===== src/rtl/scene_renderer.sv =====
// scene_renderer: Flappy Bird pixel source. The colour is combinational from row/col, and frame_tick is registered one cycle after vblank starts.
// upd_ready stays low while a shadow update waits for vblank. Defining SCENE_GAMEOVER_TINT_EN adds the game-over tint.
module scene_renderer #(
    parameter int unsigned BIRD_X   = 160,
    parameter int unsigned BIRD_SZ  = 16,
    parameter int unsigned PIPE_W   = 52,
    parameter int unsigned GAP_H    = 120,
    parameter int unsigned GROUND_Y = 440,
    parameter int unsigned ANIM_DIV = 8
) (
    input  logic        vga_clk,
    input  logic        clrn,
    input  logic [8:0]  row_addr,
    input  logic [9:0]  col_addr,
    input  logic        rdn,
    output logic [11:0] pixel,
    input  logic        upd_valid,
    output logic        upd_ready,
    input  logic [8:0]  bird_y,
    input  logic [9:0]  pipe_x,
    input  logic [8:0]  gap_y,
    input  logic        game_over,
    output logic        frame_tick,
    output logic [15:0] frame_cnt
);
    localparam int unsigned DIV_W = (ANIM_DIV > 1) ? $clog2(ANIM_DIV) : 1;

    localparam logic [11:0] COL_BIRD    = 12'h0FF;
    localparam logic [11:0] COL_BIRD_UP = 12'h0AF;
    localparam logic [11:0] COL_GROUND  = 12'h06A;
    localparam logic [11:0] COL_PIPE    = 12'h0C2;
    localparam logic [11:0] COL_SKY     = 12'hFC8;

    logic             rdn_q;
    logic             frame_tick_q, frame_tick_d;
    logic [15:0]      frame_cnt_q, frame_cnt_d;
    logic [DIV_W-1:0] div_q, div_d;
    logic [1:0]       phase_q, phase_d;
    logic             pending_q, pending_d;
    logic [8:0]       sh_bird_q, sh_bird_d;
    logic [9:0]       sh_pipe_q, sh_pipe_d;
    logic [8:0]       sh_gap_q, sh_gap_d;
    logic [8:0]       act_bird_q, act_bird_d;
    logic [9:0]       act_pipe_q, act_pipe_d;
    logic [8:0]       act_gap_q, act_gap_d;

    logic vblank_start;
    logic upd_fire;

    // Rising edge of rdn on the last visible line marks the start of vertical blank.
    assign vblank_start = ~rdn_q & rdn & (row_addr == 9'd479);
    assign upd_ready    = ~pending_q;
    assign upd_fire     = upd_valid & ~pending_q;
    assign frame_tick   = frame_tick_q;
    assign frame_cnt    = frame_cnt_q;

    always_comb begin
        frame_tick_d = vblank_start;
        frame_cnt_d  = frame_cnt_q;
        div_d        = div_q;
        phase_d      = phase_q;
        pending_d    = pending_q;
        sh_bird_d    = sh_bird_q;
        sh_pipe_d    = sh_pipe_q;
        sh_gap_d     = sh_gap_q;
        act_bird_d   = act_bird_q;
        act_pipe_d   = act_pipe_q;
        act_gap_d    = act_gap_q;
        if (vblank_start) begin
            frame_cnt_d = frame_cnt_q + 16'd1;
            if (div_q == DIV_W'(ANIM_DIV - 1)) begin
                div_d   = '0;
                phase_d = phase_q + 2'd1;
            end else begin
                div_d = div_q + DIV_W'(1);
            end
            if (pending_q) begin
                act_bird_d = sh_bird_q;
                act_pipe_d = sh_pipe_q;
                act_gap_d  = sh_gap_q;
                pending_d  = 1'b0;
            end
        end
        // Acceptance needs pending==0, so it never collides with the shadow-to-active copy.
        if (upd_fire) begin
            sh_bird_d = bird_y;
            sh_pipe_d = pipe_x;
            sh_gap_d  = gap_y;
            pending_d = 1'b1;
        end
    end

    always_ff @(posedge vga_clk or negedge clrn) begin
        if (!clrn) begin
            rdn_q        <= 1'b1;
            frame_tick_q <= 1'b0;
            frame_cnt_q  <= 16'd0;
            div_q        <= '0;
            phase_q      <= 2'd0;
            pending_q    <= 1'b0;
            sh_bird_q    <= 9'd232;
            sh_pipe_q    <= 10'd640;
            sh_gap_q     <= 9'd180;
            act_bird_q   <= 9'd232;
            act_pipe_q   <= 10'd640;
            act_gap_q    <= 9'd180;
        end else begin
            rdn_q        <= rdn;
            frame_tick_q <= frame_tick_d;
            frame_cnt_q  <= frame_cnt_d;
            div_q        <= div_d;
            phase_q      <= phase_d;
            pending_q    <= pending_d;
            sh_bird_q    <= sh_bird_d;
            sh_pipe_q    <= sh_pipe_d;
            sh_gap_q     <= sh_gap_d;
            act_bird_q   <= act_bird_d;
            act_pipe_q   <= act_pipe_d;
            act_gap_q    <= act_gap_d;
        end
    end

    logic [9:0]  row10, bird_dr, bird_dc, pipe_dc, gap_top, gap_end;
    logic        hit_bird, hit_pipe, in_gap, hit_ground;
    logic [11:0] scene_col;

    // Unsigned 10-bit differences let the pipe wrap across column 1023 -> 0.
    always_comb begin
        row10      = {1'b0, row_addr};
        bird_dr    = row10 - {1'b0, act_bird_q};
        bird_dc    = col_addr - 10'(BIRD_X);
        pipe_dc    = col_addr - act_pipe_q;
        gap_top    = {1'b0, act_gap_q};
        gap_end    = gap_top + 10'(GAP_H);
        hit_bird   = (bird_dr < 10'(BIRD_SZ)) && (bird_dc < 10'(BIRD_SZ));
        hit_pipe   = pipe_dc < 10'(PIPE_W);
        in_gap     = (row10 >= gap_top) && (row10 < gap_end);
        hit_ground = row10 >= 10'(GROUND_Y);
        if (hit_bird)
            scene_col = phase_q[1] ? COL_BIRD_UP : COL_BIRD;
        else if (hit_ground)
            scene_col = COL_GROUND;
        else if (hit_pipe && !in_gap)
            scene_col = COL_PIPE;
        else
            scene_col = COL_SKY;
    end

`ifdef SCENE_GAMEOVER_TINT_EN
    always_comb begin
        if (rdn)
            pixel = 12'h000;
        else if (game_over)
            pixel = {1'b0, scene_col[11:9], 1'b0, scene_col[7:5], 4'hF};
        else
            pixel = scene_col;
    end
`else
    logic unused_game_over;
    assign unused_game_over = game_over;
    assign pixel = rdn ? 12'h000 : scene_col;
`endif

endmodule

===== config.mk =====
export PLATFORM = sky130hd
export DESIGN_NAME = scene_renderer
export DESIGN_NICKNAME = d
export VERILOG_FILES = /design/src/rtl/scene_renderer.sv
export SDC_FILE = /design/constraint.sdc
export NUM_CORES = 1
export LEC_CHECK = 0
export ABC_AREA = 1
export BUFFER_PORTS_ARGS = -buffer_cell sky130_fd_sc_hd__buf_4
export CORE_MARGIN = 2
export CORE_UTILIZATION = 46
export CTS_BUF_LIST = sky130_fd_sc_hd__clkbuf_8
export DETAILED_ROUTE_END_ITERATION = 6
export PLACE_DENSITY_LB_ADDON = 0.12
export SLEW_MARGIN = 10
export SYNTH_ARGS = -nofsm -noshare
export SYNTH_HDL_FRONTEND = slang
export SYNTH_SLANG_ARGS = --single-unit

===== constraint.sdc =====
create_clock -name vga_clk -period 2.7 [get_ports vga_clk]
set_clock_uncertainty 0.15 [all_clocks]
set_input_delay 0.135 -clock vga_clk [delete_from_list [all_inputs] [get_ports vga_clk]]
set_output_delay 0.135 -clock vga_clk [all_outputs]
set_load 0.005 [all_outputs]

; ---- Word level (Yosys, flattened, before mapping)
; Index checks and enable logic that the tools add are counted.
[op_classes]
add_sub_neg = 7
n_lt_le_gt_ge = 6
eq_ne = 2
n_mux = 8
bitwise_logic = 5
reduce_logical = 7
[ops]
columns = operator, count
row1 = $mux 12, 4
row2 = $lt 10x5->1 const B, 2
row3 = $add 16x1->16 const B, 1
row4 = $add 9x7->10 const B, 1
row5 = $lt 10x6->1 const B, 1
row6 = $lt 9x10->1, 1
row7 = $sub 10x10->10, 1
row8 = $sub 10x8->10 const B, 1
row9 = $sub 9x9->10, 1
row10 = $eq 9x9->1 const B, 1
row11 = $ge 9x9->1, 1
row12 = $ge 9x9->1 const B, 1
row13 = $mux 7, 1
row14 = $reduce_and 2->1, 2
row15 = $add 3x1->3 const B, 1
row16 = $and 1x1->1, 3
row17 = $eq 3x3->1 const B, 1
row18 = $logic_and 1x1->1, 3
row19 = $mux 3, 1
row20 = $add 2x1->2 const B, 1
row21 = $mux 1, 2
row22 = $not 1->1, 2
row23 = $reduce_bool 2->1, 1
row24 = $logic_not 1->1, 1
[word_totals]
reg_bits = 80
inputBits = 52
out_inout_bits = 30
wordCells = 47

; ---- Depth between registers and ports, before layout
; Gate-level depths: netlist of run 1.
[depth]
word_depth = 9
mapped_depth = 16

; ---- Worst setup path before layout of run 1
; No wires, ideal clock.
[synth_timing]
path_kind = flip-flop to output port
start = register act_gap_q[4]
end = output port pixel[10]
arrival_ns = 2.215
t_required_ns = 2.415
path_slack_ns = 0.200
stages_incl_launch_ff = 14
cell_sequence = dfstp_2 -> inv_1 -> ha_1 -> nand2_1 -> xor2_1 -> ha_1 -> a21o_1 -> nand2_1 -> o21ai_0 -> nand3b_1 -> nor2_1 -> o21ai_0 -> nor2_1 -> buf_4
[synth_between]
elab_chain_len = 9
word_cells_on_any_way = 10
classes_between = add/sub (1) / order compare (2) / mux (4) / reduce/logical (3)
[synth_lines]
columns = element, line
row1 = "start, declared", 45  ; logic [8:0] act_gap_q, act_gap_d;
row2 = "start signal, assigned", 119  ; act_gap_q <= act_gap_d;
row3 = $add 9x7->10, 134  ; gap_end = gap_top + 10'(GAP_H);
row4 = $lt 9x10->1, 137  ; in_gap = (row10 >= gap_top) && (row10 < gap_end);
row5 = $logic_and 1x1->1 *, 137
row6 = $logic_not 1->1 *, 143  ; else if (hit_pipe && !in_gap)
row7 = $logic_and 1x1->1 *, 143
row8 = $mux 12 *, 143
row9 = $mux 12 *, 141  ; else if (hit_ground)
row10 = $mux 12 *, 139  ; if (hit_bird)
row11 = $mux 12 *, 161  ; assign pixel = rdn ? 12'h000 : scene_col;
row12 = "end, declared", 16  ; output logic [11:0] pixel,
; Mark *: on every way between the ends. The rest lies on a longest branch, timed or not.

; ---- Final worst setup path of run 1
; Same ends and word-level chain as after synthesis.

==> impl_metrics.yaml, run 1 <==
grt:
  grt.total_usage: 0.2005
  grt_pass1_wl_um: 18580
  grt_pass1_vias: 4193
  grt_max_degree: 81
  gr-total-overflow: 0
  antenna_found_initial: 0
placed_design:
  dpl_cell_area_um2: 5645
  gp_congestion: 0.8664
  io_buffers: 80
  dpl.hpwl_um: 8043
sta:
  fin_crit_sh: 1.049
  rsz0062_at_grt: "true"
  drv_slew: 0
  setup_violations: 7
  worst_pin_slew_ns: 1.004
  fin_ws_ns: -0.1310
  layout_min_cycle_time_ns: 2.831
  maxSlewHeadroom: 0.3305
  tns_ns: -0.6704
  hold_violations: 0
  fmax_ghz: 0.3532
detailed_routing:
  wl_um: 10970
  antenna_left: 0
  post-route-drc-count: 0
  drtPass1Iterations: 4
  avgRoutedWirePerCell_um: 12.19
  drt_iter0_drc: 186
  vias: 4323
  via_per_inst: 4.803
die:
  io_pins: 82
  rows: 37
  die_w_um: 108.0
  start_util: 0.4778
  dieArea_um2: 11670
  fp.dieH_um: 108.0
  fp.coreArea_um2: 10420
cts:
  cts_root_buffer: "clkbuf_8"
  cts_buffers: 9
  cts_sinks: 80
  clk_path_buf_depth: 2
  clk_latency_ns: 0.35
  cts_tree: "built"
  h-tree-depth: 3
  clkSlewWorstSetupHoldPaths_ns: 0.08
synthesis:
  yosys_warnings: 0
  synth_area_um2: 4977
  syn_inst: 646
  postSynthAreaPerCell_um2: 7.705
  yosys_register_bits: 80
  ys.flop_type: "dfrtp_1"
  ys_types: 35
  synth_edf_count: 0
  ys_seq_area_frac: 0.4075
  syn-num-nets: 734
  synthArstFlopShare: 1.000
power:
  p_leak_nw: 3.422
  peakVddDrop_mv: 0.2468
  p_per_area_nw_per_um2: 446.1
setup_path:
  cp-start-kind: "flop"
  crit_required_ns: 2.41
  crit_type: "reg -> out"
  path_max_fanout: 4
  cp.arrival_ns: 2.55
  endpoint_kind: "output pin"
cells_and_area:
  fin_area_um2: 6346
  drive_gt1_frac: 0.2343
  final_common_cell: "nand2_1"
  final_cell_mix: "nand2_1, inv_1, buf_4, dfrtp_1, nor2_1"
  n_antenna_cell: 0
  nNetsFinal: 847
  syn_to_final_growth_pct: 27.50
flow_run:
  drv_cap: 0
outcome:
  failed_checks: "negative setup slack"
  status: "complete, but fails checks"
hold_path:
  hp-class: "in -> reg"
[worst max-delay path, cell delays in order, from the launching register on]
cell and delay [ns]:
dfstp_2 0.54, inv_2 0.05, ha_4 0.16, nand2_2 0.06, xor2_1 0.14, ha_1 0.26
a21o_1 0.17, nand2_1 0.06, o21ai_1 0.05, nand3b_1 0.19, nor2_4 0.14, o21ai_2 0.08
nor2_2 0.15, buf_4 0.14
[stage by stage]
stage                     hold WS [ns]  power (mW)  setup slack (ns)  cells  utilization
after detailed placement        0.1338       1.806          -0.07358    847       0.5420
after CTS                      0.08746       2.846           -0.2331    894       0.5980
after global placement          0.1340       1.787           0.01583    847       0.5420
after floorplan                -0.3106       1.629            0.1997    646            -
final                          0.09665       2.831           -0.1310    900       0.6092
after global routing            0.1340       3.008           -0.2891    900       0.6092
[registers in the layout (all words and copies together) (netlist names)]
register    flops
frame_cnt      16
act_pipe_q     10
sh_pipe_q      10
act_bird_q      9
act_gap_q       9
sh_bird_q       9
sh_gap_q        9
div_q           3
phase_q         2
frame_tick      1
pending_q       1
rdn_q           1
[synthesized netlist by cell type (4+ instances only)]
master / number / area (um2)
nand3_1: 28 / 140.1
clkbuf_1: 7 / 26.28
buf_6: 5 / 56.30
o21ai_1: 7 / 35.03
nand4_1: 9 / 56.30
o21ai_0: 21 / 105.1
dfstp_2: 21 / 551.8
xnor2_1: 4 / 35.03
xor2_1: 17 / 148.9
ha_1: 36 / 450.4
inv_1: 126 / 473.0
buf_4: 4 / 30.03
o21ai_2: 14 / 122.6
a21oi_1: 46 / 230.2
dfrtp_1: 59 / 1476
nor2_1: 62 / 232.7
nand2_1: 144 / 540.5
nor3_1: 10 / 50.05
[layout make-up]
cell class                      count  area (um2)
Clock buffer                       10       137.6
Sequential cell                    80        2028
Clock inverter                      6       85.08
Tap cell                          136       170.2
Multi-Input combinational cell    421        2479
Fill cell                         961        4070
Timing Repair Buffer              118       960.9
Inverter                          129       485.5
[what timing repair did]
item                                    in CTS  in global routing
pin swaps                                    5                 12
endpoints found under the hold margin       88                  0
endpoints found under the setup margin      10                 12
resized for setup                           16                 18
hold buffers                                30                  0
cloned                                       0                  0
setup buffers                                1                  6
[final timing paths]
check	cells after the start	slack [ns]	to	startpoint
setup / recovery	13	-0.13	pixel[10]	act_gap_q[4]
hold / removal	5	0.1	frame_cnt[15]	row_addr[8]
setup reg to reg	7	0.49	act_pipe_q[5]	rdn_q
hold reg to reg	2	0.32	sh_pipe_q[9]	sh_pipe_q[9]
max in group asynchronous	2	1.41	frame_cnt[7]	clrn
min in group asynchronous	2	0.32	sh_pipe_q[2]	clrn
[per-layer routing]
metal	track usage	up-vias	share of wire
li1	-	2251	-
met1	0.2600	1983	0.46
met2	0.3423	75	0.49
met3	0.02773	14	0.030
met4	0.07326	0	0.017
met5	0	-	0
[power by group]
part           total [mW]  internal (mW)  leakage [nW]  switching [mW]
sequential           1.33           1.31         0.930          0.0273
combinational       0.515          0.228          2.38           0.287
clock               0.983          0.543         0.114           0.440
[cells by family (layout without fill, tap and decap cells)]
kind of cell	after synthesis	in the layout	synth area share
buffers and inverters	145	263	0.1202
adders and majority gates	36	36	0.09050
and+or+nand+nor	267	267	0.2320
xor gates and xnor gates	21	21	0.03695
AOI/OAI and AO/OA	97	97	0.1129
DFF	80	80	0.4075
Power figures use the tool's default switching activity.
==> run 2, diff against run 1 <==
Settings changed: CORE_UTILIZATION 46 to 25, RECOVER_POWER set to 50.
==> run 2 against run 1 <==
First-iteration DRC count is 38% lower. Cell count is 15% higher. Utilization is 27 points lower. Hold slack better by 0.014 ns. Combinational power is 6.6% higher. Sequential share of layout area is 1.6 points lower. The run ends with max-capacitance violations, max-slew violations, negative setup slack left.
==> impl_metrics.yaml, run 2 (synthesized netlist as in run 1, its figures left out) <==
outcome:
  status: "complete, but fails checks"
  failed_checks: "max-capacitance violations, max-slew violations, negative setup slack"
sta:
  worst_hold_slack_ns: 0.1105
  layout_min_cycle_time_ns: 2.866
  tns_ns: -0.8704
  rsz0062_at_grt: "true"
  drv_slew: 33
  hold_violations: 0
  maxSlewHeadroom: -0.1469
  fin_crit_sh: 1.062
  setup_violations: 6
  fmax_ghz: 0.3489
  worst_pin_slew_ns: 1.720
  fin_ws_ns: -0.1662
detailed_routing:
  drtPass1Iterations: 4
  via_per_inst: 4.188
  drt_iter0_drc: 115
  avgRoutedWirePerCell_um: 12.17
  antenna_left: 0
  wl_um: 12550
  post-route-drc-count: 0
  vias: 4318
die:
  fp.coreArea_um2: 19530
  die_w_um: 145.1
  dieArea_um2: 21050
  start_util: 0.2549
  fp.dieH_um: 145.1
  rows: 51
  io_pins: 82
cts:
  cts_buffers: 9
  cts_tree: "built"
  clkSlewWorstSetupHoldPaths_ns: 0.08
  cts_sinks: 80
  cts_root_buffer: "clkbuf_8"
  clk_path_buf_depth: 2
  clk_latency_ns: 0.37
  h-tree-depth: 3
grt:
  gr-total-overflow: 0
  antenna_found_initial: 0
  grt_pass1_wl_um: 21330
  grt_max_degree: 57
  grt.total_usage: 0.1255
  grt_pass1_vias: 4393
flow_run:
  drv_cap: 1
setup_path:
  path_max_fanout: 3
  cp.arrival_ns: 2.58
  endpoint_kind: "output pin"
  crit_required_ns: 2.41
  crit_type: "reg -> out"
  cp-start-kind: "flop"
placed_design:
  io_buffers: 80
  gp_congestion: 0.7960
  dpl.hpwl_um: 9645
cells_and_area:
  syn_to_final_growth_pct: 34.39
  final_cell_mix: "nand2_1, inv_1, buf_4, dfrtp_1, nor2_1"
  drive_gt1_frac: 0.2572
  final_common_cell: "nand2_1"
  n_antenna_cell: 0
  n_fill_cell: 2161
  nNetsFinal: 850
  largest_register_ffs: 16
  multi_input_area_um2: 2613
  seq_area_um2: 2028
power:
  peakVddDrop_mv: 0.1659
  internal_power_mw: 1.988
  p_comb_frac: 0.199
  swShare: 0.2794
  switching_power_mw: 0.7709
  p_leak_nw: 3.467
  clock_power_share: 0.318
  power_frac_seq: 0.483
  p_per_area_nw_per_um2: 412.5
hold_path:
  hp-class: "in -> reg"
run 2: changes by cell type in the layout (fill, tap and decap cells not counted), moves of 6 or more:
cell / before / now
buf_4: 88 / 70
buf_6: 0 / 10
clkbuf_4: 0 / 8
nor2_1: 57 / 51
run 2: path summary, 6_finish.rpt:
check                                  start       endpoint  slack (ns)  cells past startpoint
min in group asynchronous               clrn    sh_gap_q[3]        0.60                      2
worst max-delay path            act_gap_q[3]       pixel[1]       -0.17                     15
max in group asynchronous               clrn   frame_cnt[5]        0.31                      3
worst max register to register  frame_cnt[0]  frame_cnt[11]        0.81                      6
worst min register to register   sh_gap_q[7]    sh_gap_q[7]        0.33                      2
worst min-delay path             row_addr[8]      pending_q        0.11                      4
run 2: layout make-up:
class | count | area share
Tap cell | 265 | 0.04957
Timing Repair Buffer | 121 | 0.1558
Clock buffer | 10 | 0.02058
Multi-Input combinational cell | 421 | 0.3906
Sequential cell | 80 | 0.3032
Inverter | 129 | 0.07295
Clock inverter | 5 | 0.007295
run 2: metrics by stage:
| step | setup slack [ns] | power, mW | area, um2 | utilization | instances |
|---|---|---|---|---|---|
| 2_1_floorplan | 0.1997 | 1.629 | 4977 | - | 646 |
| 3_3_place_gp | -0.02511 | 1.817 | 5874 | 0.3008 | 980 |
| 3_5_place_dp | -0.08974 | 1.824 | 5874 | 0.3008 | 980 |
| 4_1_cts | -0.3010 | 2.784 | 6460 | 0.3308 | 1028 |
| 5_1_grt | -0.3411 | 2.942 | 6689 | 0.3426 | 1031 |
| 6_report | -0.1662 | 2.759 | 6689 | 0.3426 | 1031 |
run 2: what timing repair did:
item	CTS	global route
setup endpoints to repair	12	12
hold endpoints to repair	98	0
resized for setup	24	48
setup buffers	4	4
pin swaps	11	25
hold buffers	30	0
run 2: routing by layer:
metal  GRT usage  routed length [um]  share of wire
met1      0.1642                6100           0.49
met2      0.2052                5869           0.47
met3     0.02390                 374          0.030
met4     0.04853                 203          0.016
met5           0                   0              0
run 2: power groups by stage:
stage | clock [mW] | combinational (mW) | sequential [mW]
floorplan | 0 | 0.280 | 1.35
global placement | 0 | 0.464 | 1.35
detailed placement | 0 | 0.468 | 1.36
CTS | 0.929 | 0.522 | 1.33
global route | 0.969 | 0.631 | 1.34
finish | 0.878 | 0.549 | 1.33
run 2: worst max-delay path, stage by stage, from the launching register on:
cell      delay (ns)
dfrtp_1         0.41
inv_2           0.11
ha_4            0.17
nand2_4         0.06
xor2_2          0.17
ha_1            0.29
a21o_1          0.16
nand2_1         0.05
o21ai_1         0.05
nand3b_1        0.19
nor2_4          0.16
buf_6           0.11
nor2_2          0.02
nor2_1          0.08
nor2_1          0.04
buf_4           0.13
